<file path="src/rtl/dma_intr_pkg.sv">
// Shared types and defaults for the DMA interrupt generator and its cause queue.
// The optional acknowledge watchdog is enabled by DMA_INTR_TIMEOUT_EN (see dma_intr_gen).
package dma_intr_pkg;

  localparam int unsigned FIFO_DEPTH_DEF  = 4;
  localparam int unsigned TIMEOUT_CYC_DEF = 255;

  typedef enum logic [1:0] {
    CAUSE_NONE = 2'b00,
    CAUSE_DONE = 2'b01,
    CAUSE_ERR  = 2'b10,
    CAUSE_BOTH = 2'b11
  } cause_e;

  typedef enum logic [1:0] {
    ST_IDLE     = 2'b00,
    ST_ASSERT   = 2'b01,
    ST_WAIT_REL = 2'b10
  } state_e;

  // Bit 0 is the done flag and bit 1 the error flag, so the enum values fall out directly.
  function automatic cause_e encode_cause(input logic done, input logic err);
    return cause_e'({err, done});
  endfunction

endpackage

</file>
<file path="src/rtl/intr_cause_fifo.sv">
// Circular queue of interrupt causes; DEPTH must be a power of two so the
// pointers wrap naturally. A push at full succeeds only when a pop happens too.
module intr_cause_fifo
  import dma_intr_pkg::*;
#(
  parameter int unsigned DEPTH = FIFO_DEPTH_DEF
) (
  input  logic                     clk_i,
  input  logic                     rst_i,
  input  logic                     push_i,
  input  cause_e                   data_i,
  input  logic                     pop_i,
  output cause_e                   head_o,
  output logic                     full_o,
  output logic                     empty_o,
  output logic [$clog2(DEPTH):0]   count_o
);

  localparam int unsigned AW = $clog2(DEPTH);
  localparam logic [AW:0] FULL_CNT = (AW + 1)'(DEPTH);
  localparam logic [AW:0] ZERO_CNT = {(AW + 1){1'b0}};

  cause_e          r_mem [DEPTH];
  logic [AW-1:0]   r_wr_ptr;
  logic [AW-1:0]   r_rd_ptr;
  logic [AW:0]     r_count;
  logic            w_full;
  logic            w_empty;
  logic            w_do_push;
  logic            w_do_pop;

  assign w_full    = (r_count == FULL_CNT);
  assign w_empty   = (r_count == ZERO_CNT);
  assign w_do_pop  = pop_i && !w_empty;
  // At full the write slot equals the head slot, which is read combinationally before the edge.
  assign w_do_push = push_i && (!w_full || w_do_pop);

  // Cause storage; contents are don't-care until written, so no reset is needed.
  always_ff @(posedge clk_i) begin
    if (w_do_push) begin
      r_mem[r_wr_ptr] <= data_i;
    end
  end

  // Pointers and occupancy.
  always_ff @(posedge clk_i) begin
    if (rst_i) begin
      r_wr_ptr <= {AW{1'b0}};
      r_rd_ptr <= {AW{1'b0}};
      r_count  <= ZERO_CNT;
    end else begin
      if (w_do_push) begin
        r_wr_ptr <= r_wr_ptr + AW'(1);
      end
      if (w_do_pop) begin
        r_rd_ptr <= r_rd_ptr + AW'(1);
      end
      case ({w_do_push, w_do_pop})
        2'b10:   r_count <= r_count + (AW + 1)'(1);
        2'b01:   r_count <= r_count - (AW + 1)'(1);
        default: r_count <= r_count;
      endcase
    end
  end

  assign head_o  = r_mem[r_rd_ptr];
  assign full_o  = w_full;
  assign empty_o = w_empty;
  assign count_o = r_count;

endmodule

</file>
<file path="src/rtl/dma_intr_gen.sv">
// DMA interrupt generator: queues done/error causes and hands them to the CPU one
// at a time with a level interrupt. Define DMA_INTR_TIMEOUT_EN to add an ack watchdog.
module dma_intr_gen
  import dma_intr_pkg::*;
#(
  parameter int unsigned FIFO_DEPTH  = FIFO_DEPTH_DEF,
  parameter int unsigned TIMEOUT_CYC = TIMEOUT_CYC_DEF
) (
  input  logic                          clk_i,
  input  logic                          rst_i,
  input  logic                          enable_i,
  input  logic                          done_i,
  input  logic                          err_i,
  input  logic                          clear_intr_i,
  input  logic                          ovf_clr_i,
  output logic                          dma_intr_o,
  output logic [1:0]                    cause_o,
  output logic [$clog2(FIFO_DEPTH):0]   pending_o,
  output logic                          overflow_o,
  output logic                          timeout_o
);

  state_e                         r_state;
  state_e                         w_state_nxt;
  cause_e                         r_cause;
  cause_e                         w_evt;
  cause_e                         w_head;
  logic                           r_intr;
  logic                           r_ovf;
  logic                           w_push;
  logic                           w_pop;
  logic                           w_full;
  logic                           w_empty;
  logic                           w_drop;
  logic                           w_wd_hit;
  logic [$clog2(FIFO_DEPTH):0]    w_count;

  assign w_evt  = encode_cause(done_i, err_i);
  assign w_push = (w_evt != CAUSE_NONE);
  assign w_drop = w_push && w_full && !w_pop;

  intr_cause_fifo #(
    .DEPTH (FIFO_DEPTH)
  ) u_fifo (
    .clk_i   (clk_i),
    .rst_i   (rst_i),
    .push_i  (w_push),
    .data_i  (w_evt),
    .pop_i   (w_pop),
    .head_o  (w_head),
    .full_o  (w_full),
    .empty_o (w_empty),
    .count_o (w_count)
  );

  // Dispatch sequencing; an ack always wins over a watchdog expiry in the same cycle.
  always_comb begin
    w_state_nxt = r_state;
    w_pop       = 1'b0;
    case (r_state)
      ST_IDLE: begin
        if (enable_i && !w_empty) begin
          w_pop       = 1'b1;
          w_state_nxt = ST_ASSERT;
        end else begin
          w_state_nxt = ST_IDLE;
        end
      end
      ST_ASSERT: begin
        if (clear_intr_i) begin
          w_state_nxt = ST_WAIT_REL;
        end else if (w_wd_hit) begin
          w_state_nxt = ST_IDLE;
        end else begin
          w_state_nxt = ST_ASSERT;
        end
      end
      ST_WAIT_REL: begin
        if (!clear_intr_i) begin
          w_state_nxt = ST_IDLE;
        end else begin
          w_state_nxt = ST_WAIT_REL;
        end
      end
      default: begin
        w_state_nxt = ST_IDLE;
      end
    endcase
  end

  // State, interrupt line, dispatched cause and sticky overflow.
  always_ff @(posedge clk_i) begin
    if (rst_i) begin
      r_state <= ST_IDLE;
      r_intr  <= 1'b0;
      r_cause <= CAUSE_NONE;
      r_ovf   <= 1'b0;
    end else begin
      r_state <= w_state_nxt;
      r_intr  <= (w_state_nxt == ST_ASSERT);
      if (w_pop) begin
        r_cause <= w_head;
      end
      if (w_drop) begin
        r_ovf <= 1'b1;
      end else if (ovf_clr_i) begin
        r_ovf <= 1'b0;
      end
    end
  end

`ifdef DMA_INTR_TIMEOUT_EN
  localparam int unsigned      WD_W    = $clog2(TIMEOUT_CYC + 1);
  localparam logic [WD_W-1:0]  WD_LAST = WD_W'(TIMEOUT_CYC - 1);

  logic [WD_W-1:0] r_wd;
  logic            r_timeout;

  // r_wd reads k-1 in the k-th ASSERT cycle, so the line drops after exactly TIMEOUT_CYC cycles.
  assign w_wd_hit = (r_state == ST_ASSERT) && (r_wd == WD_LAST) && !clear_intr_i;

  // Watchdog counter and sticky timeout flag.
  always_ff @(posedge clk_i) begin
    if (rst_i) begin
      r_wd      <= {WD_W{1'b0}};
      r_timeout <= 1'b0;
    end else begin
      if ((r_state == ST_ASSERT) && (w_state_nxt == ST_ASSERT)) begin
        r_wd <= r_wd + WD_W'(1);
      end else begin
        r_wd <= {WD_W{1'b0}};
      end
      if (w_wd_hit) begin
        r_timeout <= 1'b1;
      end
    end
  end

  assign timeout_o = r_timeout;
`else
  logic w_unused_timeout;

  assign w_unused_timeout = (TIMEOUT_CYC == 32'd0);
  assign w_wd_hit         = 1'b0;
  assign timeout_o        = 1'b0;
`endif

  assign dma_intr_o = r_intr;
  assign cause_o    = r_cause;
  assign pending_o  = w_count;
  assign overflow_o = r_ovf;

endmodule
</file>
<file path="config.mk">
export PLATFORM = sky130hd
export DESIGN_NAME = dma_intr_gen
export DESIGN_NICKNAME = d
export VERILOG_FILES = /design/src/rtl/dma_intr_pkg.sv /design/src/rtl/intr_cause_fifo.sv /design/src/rtl/dma_intr_gen.sv
export SDC_FILE = /design/constraint.sdc
export NUM_CORES = 1
export LEC_CHECK = 0
export CORE_MARGIN = 4
export CORE_UTILIZATION = 52
export CTS_CLUSTER_SIZE = 30
export DETAILED_ROUTE_END_ITERATION = 6
export GPL_ROUTABILITY_DRIVEN = 0
export GPL_TIMING_DRIVEN = 0
export PLACE_DENSITY = 0.82
export RECOVER_POWER = 100
export REMOVE_ABC_BUFFERS = 1
export SLEW_MARGIN = 20
export SYNTH_ARGS = -nofsm -noshare
export SYNTH_HDL_FRONTEND = slang
export SYNTH_SLANG_ARGS = --single-unit
</file>
<file path="constraint.sdc">
create_clock -name clk_i -period 3.1 [get_ports clk_i]
set_input_delay 0.465 -clock clk_i [delete_from_list [all_inputs] [get_ports clk_i]]
set_output_delay 0.465 -clock clk_i [all_outputs]
set_load 0.05 [all_outputs]
</file>
==> results of run 1 <==
## worst max-delay path, stage by stage
cell,delay (ns)
clkdlybuf4s50_1,0.47
nor3b_2,0.41
o21ai_2,0.22
or3_1,0.36
fa_1,0.43
or3_1,0.41
a31oi_1,0.18
a21oi_1,0.08
## through the flow
stage          util (%)  worst slack [ns]
2_1_floorplan         -             0.461
3_3_place_gp       64.5            0.0289
3_5_place_dp       64.5           -0.0622
4_1_cts            66.0             0.247
5_1_grt            65.0             0.146
6_report           65.0             0.237
## cell families after synthesis
logic type               count (synthesis)  synth area share [%]
flip-flops                              21                  47.7
buffers and inverters                   11                  5.13
other                                    1                 0.358
XOR/XNOR                                 6                  5.01
AO/OA/AOI/OAI                           15                  11.7
AND/OR/NAND/NOR                         30                  16.2
multiplexers                             5                  7.16
adder cells (fa/ha/maj)                  5                  6.68
## final timing paths
| check | from | endpoint | slack (ns) |
|---|---|---|---|
| setup / recovery | enable_i | u_fifo.count_o[2] | 0.24 |
| hold reg to reg | overflow_o | overflow_o | 0.49 |
| setup reg to reg | r_state[1] | u_fifo.count_o[2] | 0.49 |
| hold / removal | overflow_o | overflow_o | 0.49 |
## power breakdown
group | internal [uW] | switching [uW]
sequential | 343 | 50.0
clock | 48.0 | 77.4
combinational | 134 | 202
## state kept, by name, indices dropped and copies added, names as in the netlist
name and flops:
cause_o 2, u_fifo.r_rd_ptr 2, overflow_o 1, u_fifo.count_o 3
r_state 2, dma_intr_o 1, u_fifo.r_mem 8, u_fifo.r_wr_ptr 2
## per-layer routing
layer / wire (um) / up-vias / GRT usage [%]
met3: 91 / 2 / 4.23
met5: 0 / - / 0
li1: - / 355 / -
met2: 923 / 20 / 26.0
met1: 721 / 321 / 16.9
met4: 12 / 0 / 4.26
## cells in the final DEF, fill, tap and decap left out, types with 3 or more instances in the layout
cell / count
a211oi_1: 3
a21oi_1: 4
and2_0: 3
clkbuf_4: 3
clkdlybuf4s50_1: 3
dfxtp_1: 13
dlygate4sd3_1: 10
edfxtp_1: 8
ha_1: 4
inv_1: 5
mux2i_1: 3
nor2_1: 10
or3_1: 3
xnor2_1: 4
## final cells by class
cell class,instances,area [um2]
tap,25,31.3
timing repair buffer,13,130
clock buffer,3,22.5
fill,158,637
multi-input combinational,62,475
clock inverter,1,5.00
sequential,21,500
inverter,5,18.8
==> flow_summary_export.csv, run 1 <==
group,metric,value,unit
outcome,status,"complete, no violations",
clock_network,ctsLongestPathBuffers,2,
global_route,gr-total-overflow,0,
drt,detail-route-antenna-nets,0,
critical_path,reg2regPathDepth,7,
die,die-area,0.00280,mm2
sta,finalHoldViolCount,0,
cells_and_area,drive_above_1_share,9.52,%
sta,period_share,92.4,%
cells_and_area,antenna-diode-count,0,
power,power.total,853,uW
sta,drv_slew,0,
die,core_area,0.00182,mm2
clock_network,cts_tree,"built",
clock_network,clock_latency,0.30,ns
global_route,antenna_found_initial,0,
sta,hold_ws,0.489,ns
logic_synthesis,yosysWarnings,0,
min_path,hold_class,"flip-flop to flip-flop",
drt,routedWlPerCell,13.4,um
placed_design,port_buffers,13,
flow_run,cap_violations,0,
die,num_io_pins,15,
critical_path,critPathKind,"primary input to flip-flop",
placed_design,place_inst,126,
critical_path,cp.required,3.27,ns
drt,drt_wl_total,1750,um
clock_network,clkSinkCount,21,
sta,worst_pin_slew,0.772,ns
logic_synthesis,synth_edf_count,8,
cells_and_area,area_delta_synth_final,12.9,%
power,vdd_drop_max,0.000492,V
logic_synthesis,synth.most_common_cell,"dfxtp_1",
logic_synthesis,yosysTopAreaCell,"dfxtp_1",
sta,setup_viol,0,
logic_synthesis,ys_seq_area_share,47.7,%
global_route,grt_pass1_vias,663,
sta,rsz0062_at_grt,"false",
placed_design,dp_hpwl,1340,um
critical_path,critPathCaptureType,"flip-flop",
logic_synthesis,synth_cell_type_count,39,
sta,post-route-min-period,2.86,ns
clock_network,hold_buffers,0,
die,fp.dieH,52.9,um
die,fp-row-count,15,
logic_synthesis,synthArstFlopShare,0,%
global_route,grt_pass1_wl,2980,um
critical_path,critPathMaxFanout,7,
sta,timing.fmax,0.349,GHz
drt,dr.pass1.iters,4,
logic_synthesis,synth_common_cells,"dfxtp_1, nor2_1, edfxtp_1",
logic_synthesis,netlist_area,0.00105,mm2
min_path,hold_depth,2,
die,start_util,57.6,%
power,p_leak,0.000444,uW
sta,setup-tns-final,0,ns
logic_synthesis,avgSynthCellArea,11.2,um2
cells_and_area,stdcell_area,0.00118,mm2
clock_network,cts.clk_slew.worst_paths,0.11,ns
global_route,grt_max_degree,16,
die,die_x,52.9,um
clock_network,cts-root-buf,"clkbuf_4",
drt,drc,0,
logic_synthesis,synth_ff_type,"dfxtp_1",
drt,drt_iter0_markers,5,
critical_path,worst_setup_path_start_kind,"primary input",
clock_network,cts_made_buffers,3,
clock_network,cts-resized-gates,0,
cells_and_area,fin_cells,130,
sta,fin_skew,0.00688,ns
placed_design,placed_area,0.00117,mm2
logic_synthesis,synth.ff_latch_count,21,
critical_path,cp_data_arrival_time,3.03,ns
logic_synthesis,synth_top_area_share,24.8,%
clock_network,htreeDepth,1,
drt,vias_per_cell,5.37,
logic_synthesis,syn_inst,94,
drt,vias,698,
global_route,track_usage,14.7,%
cells_and_area,final_nets,118,
power,power_density,721,mW/mm2
sta,maxSlewHeadroom,48.3,%
clock_network,post-cts-setup-buffers,0,
logic_synthesis,yosys-top-cells-area,"dfxtp_1, edfxtp_1, ha_1",
Power figures use the tool's default switching activity.
==> inputs of run 2 (changes only) <==
--- a/config.mk
+++ b/config.mk
@@ -5,13 +5,13 @@
 export SDC_FILE = /design/constraint.sdc
 export NUM_CORES = 1
 export LEC_CHECK = 0
-export CORE_MARGIN = 4
-export CORE_UTILIZATION = 52
+export CORE_MARGIN = 2
+export CORE_UTILIZATION = 55
 export CTS_CLUSTER_SIZE = 30
 export DETAILED_ROUTE_END_ITERATION = 6
 export GPL_ROUTABILITY_DRIVEN = 0
 export GPL_TIMING_DRIVEN = 0
-export PLACE_DENSITY = 0.82
+export PLACE_DENSITY = 0.85
 export RECOVER_POWER = 100
 export REMOVE_ABC_BUFFERS = 1
 export SLEW_MARGIN = 20
==> constraint.sdc (replaced) <==
create_clock -name clk_i -period 3.6 [get_ports clk_i]
set_input_delay 0.54 -clock clk_i [delete_from_list [all_inputs] [get_ports clk_i]]
set_output_delay 0.54 -clock clk_i [all_outputs]
set_load 0.05 [all_outputs]
==> run 2 against run 1 <==
Wire length down 4.7%; via count up 0.57%; critical path depth unchanged; sequential share of layout area down 0.089 points; final area up 0.21%; critical path type unchanged.
==> flow_summary_export.csv, run 2 (synthesis gave the netlist of run 1 again) <==
group,metric,value,unit
outcome,status,"complete, no violations",
placed_design,placed_area,0.00117,mm2
critical_path,critPathSlowestCell,"dlygate4sd3_1",
clock_network,post-cts-setup-buffers,0,
critical_path,path_cells,"dlygate4sd3_1 > nor3b_2 > o21ai_2 > or3_1 > fa_1 > or3_1 > a31oi_1 > a21oi_1",
sta,worst_pin_slew,0.721,ns
drt,routedWlPerCell,12.8,um
critical_path,cp.required,3.77,ns
cells_and_area,stdcell_area,0.00119,mm2
clock_network,cts-root-buf,"clkbuf_4",
drt,vias_per_cell,5.40,
cells_and_area,drive_above_1_share,9.52,%
cells_and_area,top_register,"u_fifo.r_mem",
cells_and_area,layout_commonest_cell,"dfxtp_1",
min_path,hold_class,"flip-flop to flip-flop",
clock_network,hold_buffers,0,
clock_network,cts_tree,"built",
sta,finalHoldViolCount,0,
critical_path,reg2regPathDepth,7,
cells_and_area,final_cell_mix,"dfxtp_1, dlygate4sd3_1, nor2_1, edfxtp_1, inv_1",
critical_path,cp_data_arrival_time,3.15,ns
sta,fin_skew,0.00189,ns
cells_and_area,antenna-diode-count,0,
min_path,hold_depth,2,
flow_run,cap_violations,0,
die,die-area,0.00227,mm2
power,vdd_drop_max,0.000419,V
drt,drt_iter0_markers,9,
die,die_x,47.7,um
clock_network,cts-resized-gates,0,
critical_path,cpMostUsedCell,"or3_1",
sta,setup-tns-final,0,ns
min_path,hp-start,"overflow_o",
cells_and_area,largest_reg_flops,8,
sta,rsz0062_at_grt,"false",
die,fp.dieH,47.7,um
sta,post-route-min-period,2.98,ns
power,p_leak,0.000440,uW
clock_network,htreeDepth,1,
global_route,grt_pass1_vias,643,
global_route,gr-total-overflow,0,
clock_network,ctsLongestPathBuffers,2,
drt,drt_wl_total,1670,um
sta,maxSlewHeadroom,51.8,%
critical_path,rrSetupSlack,1.01,ns
cells_and_area,fillCellCount,149,
die,start_util,59.4,%
critical_path,worst_setup_path_start_kind,"primary input",
critical_path,critPathCaptureType,"flip-flop",
critical_path,critPathKind,"primary input to flip-flop",
critical_path,r2r-start,"r_state[1]",
placed_design,dp_hpwl,1240,um
die,fp-row-count,15,
global_route,grt_max_degree,16,
sta,timing.fmax,0.336,GHz
die,core_area,0.00176,mm2
drt,drc,0,
critical_path,cpPeakStageDelay,0.53,ns
power,power_density,622,mW/mm2
die,num_io_pins,15,
sta,drv_slew,0,
drt,vias,702,
placed_design,port_buffers,13,
global_route,grt_pass1_wl,2730,um
drt,detail-route-antenna-nets,0,
global_route,antenna_found_initial,0,
critical_path,cp-startpoint,"enable_i",
cells_and_area,final_nets,118,
critical_path,critPathMaxFanout,7,
drt,dr.pass1.iters,4,
clock_network,cts_made_buffers,3,
clock_network,clock_latency,0.30,ns
global_route,track_usage,17.9,%
clock_network,clkSinkCount,21,
clock_network,cts.clk_slew.worst_paths,0.11,ns
critical_path,critPathCapture,"u_fifo.count_o[2]",
sta,period_share,82.7,%
cells_and_area,area_delta_synth_final,13.1,%
critical_path,r2r_end,"u_fifo.count_o[2]",
sta,setup_viol,0,
==> run 2: cell count changes in the layout (fill, tap and decap cells not counted) <==
| cell | delta |
|---|---|
| dlygate4sd3_1 | +1 |
| clkinv_2 | -1 |
| clkinvlp_4 | +1 |
| clkdlybuf4s50_1 | -1 |
==> run 2: metal layers <==
metal	GRT usage [%]	wire [um]	vias up
li1	-	-	358
met1	22.2	699	321
met2	31.1	859	21
met3	3.40	94	2
met4	6.49	12	0
met5	0	0	-
==> run 2: worst max-delay path, delay by kind of cell <==
family                     cells  cell delay [ns]
adders and majority gates      1             0.43
buffers and inverters          1             0.53
and+or+nand+nor                3             1.17
AOI/OAI and AO/OA              3             0.47
==> run 2: area by class of cell <==
cell class | instances | area, um2 | area share, %
multi-input cells | 62 | 475 | 40.1
repair buffers | 13 | 130 | 11.0
flip-flops and latches | 21 | 500 | 42.2
clock buffers | 3 | 22.5 | 1.90
well taps | 25 | 31.3 | 2.64
clock inverters | 1 | 7.51 | 0.633
inverters | 5 | 18.8 | 1.58
==> run 2: worst min path at each step <==
stage | to
after global placement | overflow_o
final | overflow_o
after detailed placement | overflow_o
after floorplan | u_fifo.r_wr_ptr[1]
after CTS | overflow_o
after global routing | overflow_o
==> run 2: where the power goes <==
group	switching [uW]	internal [uW]	total (uW)	leakage, uW
Combinational	174	116	290	0.000245
Sequential	41.2	295	336	0.000181
Clock	70.0	42.2	112	0.0000139
Total	285	453	738	0.000440
==> run 2: through the flow <==
step	power, uW	utilization [%]	std cells	hold slack (ns)	worst slack [ns]
floorplan	564	-	88	0.514	0.961
CTS	763	68.3	130	0.507	0.700
detailed placement	647	66.6	126	0.484	0.415
global route	794	67.2	130	0.549	0.460
global placement	636	66.6	126	0.463	0.456
finish	738	67.2	130	0.495	0.624
